$ cat src/rtl/state_history_display_pkg.sv
// Segment encodings and shared state types for the input-state-monitor display path.
// The monitor and the history display both use these glyph constants.
package state_history_display_pkg;

  localparam logic [6:0] SEG_BLANK = 7'h00;
  localparam logic [6:0] SEG_DASH  = 7'h40;

  // Index n holds the {g,f,e,d,c,b,a} glyph for hex digit n.
  localparam logic [6:0] HEX_GLYPH [16] = '{
    7'h3F, 7'h06, 7'h5B, 7'h4F, 7'h66, 7'h6D, 7'h7D, 7'h07,
    7'h7F, 7'h6F, 7'h77, 7'h7C, 7'h39, 7'h5E, 7'h79, 7'h71
  };

  typedef enum logic {
    NIB_LOW  = 1'b0,
    NIB_HIGH = 1'b1
  } nib_sel_e;

  typedef enum logic {
    BLINK_OFF = 1'b0,
    BLINK_ON  = 1'b1
  } blink_e;

endpackage

$ cat src/rtl/state_history_display_seg_hex_decoder.sv
// Combinational hex nibble to 7-segment glyph decoder.
module seg_hex_decoder
  import state_history_display_pkg::*;
(
  input  logic [3:0] nibble,
  output logic [6:0] seg
);

  always_comb begin
    seg = HEX_GLYPH[nibble];
  end

endmodule

$ cat src/rtl/state_history_display.sv
// Keeps a short history of settled monitor values and shows one entry on a 7-segment digit,
// alternating high/low nibble, with a blinking dash while a transient window is open.
module state_history_display
  import state_history_display_pkg::*;
#(
  parameter int unsigned DEPTH       = 4,
  parameter int unsigned DIGIT_TICKS = 5000,
  parameter int unsigned BLINK_TICKS = 2500
) (
  input  logic                       clk,
  input  logic                       rst_n,
  input  logic                       settle_valid,
  input  logic [7:0]                 settle_data,
  input  logic                       in_transient,
  input  logic                       clear,
  input  logic [$clog2(DEPTH)-1:0]   view_sel,
  output logic [6:0]                 seg_out,
  output logic                       dp_out,
  output logic [$clog2(DEPTH):0]     hist_count,
  output logic [7:0]                 event_cnt
);

  localparam int unsigned IW = $clog2(DEPTH);
  localparam int unsigned CW = IW + 1;
  localparam int unsigned PW = $clog2(DIGIT_TICKS);
  localparam int unsigned BW = $clog2(BLINK_TICKS);

  logic [7:0]    hist_q [DEPTH];
  nib_sel_e      sel_q, sel_d;
  logic [PW-1:0] phase_q, phase_d;
  blink_e        blink_q, blink_d;
  logic [BW-1:0] bcnt_q, bcnt_d;

  logic [3:0]    nib;
  logic [6:0]    glyph;
  logic [6:0]    seg_d;
  logic          dp_d;

  // History shift register and event counters
  always_ff @(posedge clk or negedge rst_n) begin
    if (!rst_n) begin
      for (int unsigned i = 0; i < DEPTH; i++) hist_q[i] <= '0;
      hist_count <= '0;
      event_cnt  <= '0;
    end else if (clear) begin
      for (int unsigned i = 0; i < DEPTH; i++) hist_q[i] <= '0;
      hist_count <= '0;
      event_cnt  <= '0;
    end else if (settle_valid) begin
      for (int unsigned i = 1; i < DEPTH; i++) hist_q[i] <= hist_q[i-1];
      hist_q[0] <= settle_data;
      if (hist_count != CW'(DEPTH)) hist_count <= hist_count + CW'(1);
      if (event_cnt != '1) event_cnt <= event_cnt + 8'd1;
    end
  end

  always_ff @(posedge clk or negedge rst_n) begin
    if (!rst_n) begin
      sel_q   <= NIB_HIGH;
      phase_q <= '0;
      blink_q <= BLINK_ON;
      bcnt_q  <= '0;
    end else begin
      sel_q   <= sel_d;
      phase_q <= phase_d;
      blink_q <= blink_d;
      bcnt_q  <= bcnt_d;
    end
  end

  always_comb begin
    sel_d   = sel_q;
    phase_d = phase_q;
    blink_d = blink_q;
    bcnt_d  = bcnt_q;

    // A fresh value restarts the phase so its high nibble is shown first
    if (clear || settle_valid) begin
      phase_d = '0;
      sel_d   = NIB_HIGH;
    end else if (phase_q == PW'(DIGIT_TICKS - 1)) begin
      phase_d = '0;
      sel_d   = (sel_q == NIB_HIGH) ? NIB_LOW : NIB_HIGH;
    end else begin
      phase_d = phase_q + PW'(1);
    end

    if (clear || !in_transient) begin
      bcnt_d  = '0;
      blink_d = BLINK_ON;
    end else if (bcnt_q == BW'(BLINK_TICKS - 1)) begin
      bcnt_d  = '0;
      blink_d = (blink_q == BLINK_ON) ? BLINK_OFF : BLINK_ON;
    end else begin
      bcnt_d  = bcnt_q + BW'(1);
    end
  end

  assign nib = (sel_q == NIB_HIGH) ? hist_q[view_sel][7:4] : hist_q[view_sel][3:0];

  seg_hex_decoder u_dec (
    .nibble (nib),
    .seg    (glyph)
  );

  always_comb begin
    seg_d = glyph;
    dp_d  = (sel_q == NIB_HIGH);
    if (in_transient) begin
      seg_d = (blink_q == BLINK_ON) ? SEG_DASH : SEG_BLANK;
      dp_d  = 1'b0;
    end else if ({1'b0, view_sel} >= hist_count) begin
      seg_d = SEG_BLANK;
      dp_d  = 1'b0;
    end
  end

  always_ff @(posedge clk or negedge rst_n) begin
    if (!rst_n) begin
      seg_out <= SEG_BLANK;
      dp_out  <= 1'b0;
    end else begin
      seg_out <= seg_d;
      dp_out  <= dp_d;
    end
  end

endmodule

$ cat config.mk
export PLATFORM = sky130hd
export DESIGN_NAME = state_history_display
export DESIGN_NICKNAME = d
export VERILOG_FILES = /design/src/rtl/state_history_display_pkg.sv /design/src/rtl/state_history_display_seg_hex_decoder.sv /design/src/rtl/state_history_display.sv
export SDC_FILE = /design/constraint.sdc
export NUM_CORES = 1
export LEC_CHECK = 0
export CELL_PAD_IN_SITES_DETAIL_PLACEMENT = 0
export CELL_PAD_IN_SITES_GLOBAL_PLACEMENT = 1
export CORE_MARGIN = 2
export CORE_UTILIZATION = 30
export CTS_BUF_LIST = sky130_fd_sc_hd__clkbuf_8
export DETAILED_ROUTE_END_ITERATION = 7
export PLACE_DENSITY_LB_ADDON = 0.1
export SLEW_MARGIN = 20
export SYNTH_ARGS = -nofsm -noshare
export SYNTH_HDL_FRONTEND = slang
export SYNTH_SLANG_ARGS = --single-unit
$ cat constraint.sdc
create_clock -name clk -period 2.9 [get_ports clk]
set_input_delay 0.58 -clock clk [delete_from_list [all_inputs] [get_ports clk]]
set_output_delay 0.58 -clock clk [all_outputs]
set_load 0.01 [all_outputs]
==> impl_metrics.ini <==
[outcome]
outcome = finished, final reports clean

[min_path]
min_delay_path_class = in2async

[setup_path]
setup.worst_path.start = view_sel[1]
crit_path_cell_trace = clkdlybuf4s50_1 > buf_4 > mux4_1 > mux2_2 > inv_1 > ha_1 > nor3b_1 > a211oi_1 > nor2_1
cp-end-kind = register
crit_family = buffers and inverters
worst_path_max_fanout = 6
reg2regPathDepth = 7
critical_path.max_stage_delay_ns = 0.54
cp_data_arrival_time_ns = 2.59
timing.rr.end = seg_out[0]
crit_buf_inv = 3
critPathLaunchType = input port
r2r_slack_ns = 0.58
reg2reg_from = sel_q
critical_path_required_ns = 3.12
criticalPathCategory = in2reg
worst_path_max_delay_cell = sky130_fd_sc_hd__clkdlybuf4s50_1

[global_routing]
track_usage = 0.127
grt_pass1_wl_um = 14000
grt_overflow = 0
largest_net_degree_at_the_start_of_global_routing = 45
via_count_of_the_first_global_routing_pass = 2700
antenna_found_initial = 0

[cts]
ctsRootBufferMaster = sky130_fd_sc_hd__clkbuf_8
numClockSinks = 78
cts_buffers = 9
clk_pin_slew_ns = 0.08
clock_network_latency_to_the_later_pin_of_the_worst_skew_pair_ns = 0.36
ctsHoldBuffers = 0
tritoncts = yes
cts_max_level = 3
number_of_gates_given_a_new_drive_strength_after_cts = 0
cts_post_setup_buffers_inserted = 0
max-clock-path-buffers = 2

[synth]
ys_dominant_reg_cell = sky130_fd_sc_hd__dfrtp_1
synth_top_cells_by_area = sky130_fd_sc_hd__dfrtp_1 49%, sky130_fd_sc_hd__mux2i_1 11%, sky130_fd_sc_hd__nor2_1 7.3%, sky130_fd_sc_hd__ha_1 4.2%, sky130_fd_sc_hd__xor2_1 3.6%
async_flop_share = 1.00
synthTopCellsByCount = 76 x sky130_fd_sc_hd__dfrtp_1, 75 x sky130_fd_sc_hd__nor2_1, 42 x sky130_fd_sc_hd__mux2i_1
synth.ff_latch_count = 78
synth_xor_xnor_area_share = 0.0702
synth_area_mm2 = 0.00387
post_synthesis_mux_area_share = 0.148
sequential_area_share_after_synthesis = 0.505
synthesis.area_per_instance_um2 = 10.7
yosys.cell_types.count = 40
synthesized_area_fraction_occupied_by_and_or_nand_nor_cells = 0.171
yosys.cell_count.top_type = sky130_fd_sc_hd__dfrtp_1
synth_largest_type_area_fraction = 0.492
postSynthNetCount = 389
synth-edff-count = 0
main_combinational_cell_family_by_area_after_synthesis = simple AND/OR/NAND/NOR gates
synthDominantAreaCellType = sky130_fd_sc_hd__dfrtp_1
cell_count_after_synthesis = 361
synth_compound_gate_area_share = 0.0346
synth_fa_ha_area_frac = 0.0420
yosys_synthesis_warning_count = 0

[die]
area_of_the_die_mm2 = 0.0138
die_y_um = 118
row_count = 41
floorplan_core_area_mm2 = 0.0126
initial_utilization = 0.307
dieWidth_um = 118
design.portCount = 34

[detailed_routing]
post_drt_wl_per_cell_um = 14.0
vias = 2628
drt-pass1-iter-count = 4
post-route-drc-count = 0
detail-route-antenna-nets = 0
wl_final_um = 8040
first_iter_violations = 128
viasPerCell = 4.58

[timing]
max_freq_mhz = 423
final.min_clock_period_ns = 2.37
final.period_utilization = 0.816
setup_total_negative_slack_ns = 0
grt_setup_unrepaired = false
finalClockSkew_ns = 0.00884
setup_violations = 0
final_hold_viol_count = 0
final_max_slew_viol_count = 0
timing.slew.headroom = 0.612
tightestPinTransition_ns = 0.581

[cells_and_area]
fill_cells = 1334
flow.area_growth_from_synthesis_pct = 18.8
antennaDiodeCount = 0
final-seq-area_mm2 = 0.00195
design.final.nets = 425
final_util = 0.364
multi_input_comb_area_mm2 = 0.00180
design_area_mm2 = 0.00459
ratio_of_cells_with_drive_above_1_in_the_final_layout = 0.0796

[placement]
place_hpwl_um = 5400
placement.cell_area_mm2 = 0.00439
placement.io_buffers = 33
finalWeightedCongestion = 0.752

[power]
cellLeakagePower_uw = 0.00209
pwr_density_cell_mw_per_mm2 = 480
fin_total_pwr_uw = 2210
vdd.ir_drop.worst_mv = 0.167

[run]
maxCapViolations = 0
[placed cells by master (no fill, tap or decap), types with 2 or more instances in the layout]
| cell | n |
|---|---|
| sky130_fd_sc_hd__buf_2 | 2 |
| sky130_fd_sc_hd__buf_12 | 2 |
| sky130_fd_sc_hd__clkbuf_8 | 11 |
| sky130_fd_sc_hd__xnor2_1 | 15 |
| sky130_fd_sc_hd__nor3b_1 | 3 |
| sky130_fd_sc_hd__dfstp_2 | 2 |
| sky130_fd_sc_hd__mux4_2 | 4 |
| sky130_fd_sc_hd__ha_1 | 13 |
| sky130_fd_sc_hd__xor2_1 | 16 |
| sky130_fd_sc_hd__nand3_1 | 12 |
| sky130_fd_sc_hd__a21oi_1 | 6 |
| sky130_fd_sc_hd__nor2b_1 | 3 |
| sky130_fd_sc_hd__nand4_1 | 7 |
| sky130_fd_sc_hd__mux4_1 | 2 |
| sky130_fd_sc_hd__inv_1 | 9 |
| sky130_fd_sc_hd__nor2_1 | 75 |
| sky130_fd_sc_hd__and2_1 | 3 |
| sky130_fd_sc_hd__buf_4 | 5 |
| sky130_fd_sc_hd__mux2i_1 | 42 |
| sky130_fd_sc_hd__o21ai_0 | 2 |
| sky130_fd_sc_hd__a311oi_1 | 2 |
| sky130_fd_sc_hd__and3_1 | 5 |
| sky130_fd_sc_hd__clkdlybuf4s50_1 | 30 |
| sky130_fd_sc_hd__nor4b_1 | 2 |
| sky130_fd_sc_hd__dfrtp_1 | 76 |
| sky130_fd_sc_hd__clkinv_2 | 3 |
| sky130_fd_sc_hd__nand2_1 | 24 |
| sky130_fd_sc_hd__a211oi_1 | 4 |
| sky130_fd_sc_hd__nor3_1 | 9 |
[how the worst max path moves through the flow]
stage                             to  slack, ns  depth (start not counted)
after floorplan           seg_out[3]       0.65                          9
after global placement    seg_out[3]       0.21                          9
after detailed placement  seg_out[0]       0.16                          9
after CTS                 seg_out[0]       0.54                          9
after global routing      seg_out[0]       0.36                          9
final                     seg_out[0]       0.53                          9
[stage by stage]
stage | instances | hold slack (ns) | setup WS [ns]
3_3_place_gp | 558 | 0.457 | 0.206
2_1_floorplan | 361 | 0.284 | 0.655
4_1_cts | 574 | 0.178 | 0.540
3_5_place_dp | 558 | 0.457 | 0.158
6_report | 574 | 0.169 | 0.534
5_1_grt | 574 | 0.201 | 0.356
[cells by family after synthesis]
family,after synthesis
buf+inv,23
fa+ha+maj,13
flops,78
compound gates,20
simple gates,147
mux,49
xor+xnor,31
[area by class of cell]
cell class / instances / area share
sequential: 78 / 0.425
multi-input combinational: 260 / 0.392
timing repair buffer: 39 / 0.0844
tap: 172 / 0.0468
clock buffer: 11 / 0.0330
clock inverter: 5 / 0.0106
inverter: 9 / 0.00735
[routing by layer]
layer,routed length [um],up-vias,track usage
li1,-,1305,-
met1,4130,1280,0.179
met2,3500,30,0.186
met3,227,13,0.0286
met4,181,0,0.0610
met5,0,-,0
[worst register-to-register path: stages, from the launching register on]
cell	delay (ns)
sky130_fd_sc_hd__dfstp_2	0.60
sky130_fd_sc_hd__mux4_1	0.56
sky130_fd_sc_hd__mux2_2	0.33
sky130_fd_sc_hd__inv_1	0.15
sky130_fd_sc_hd__ha_1	0.19
sky130_fd_sc_hd__nor3b_1	0.06
sky130_fd_sc_hd__a211oi_1	0.23
sky130_fd_sc_hd__nor2_1	0.07
[state kept, by name (all words and copies together), names as in the netlist]
signal,cells
bcnt_q,12
hist_q,32
phase_q,13
dp_out,1
seg_out,7
blink_q,1
event_cnt,8
sel_q,1
hist_count,3
[where the power goes]
group          internal, uW  switching, uW
Combinational           103            118
Sequential             1120           24.4
Clock                   437            406
Power figures use the tool's default switching activity.
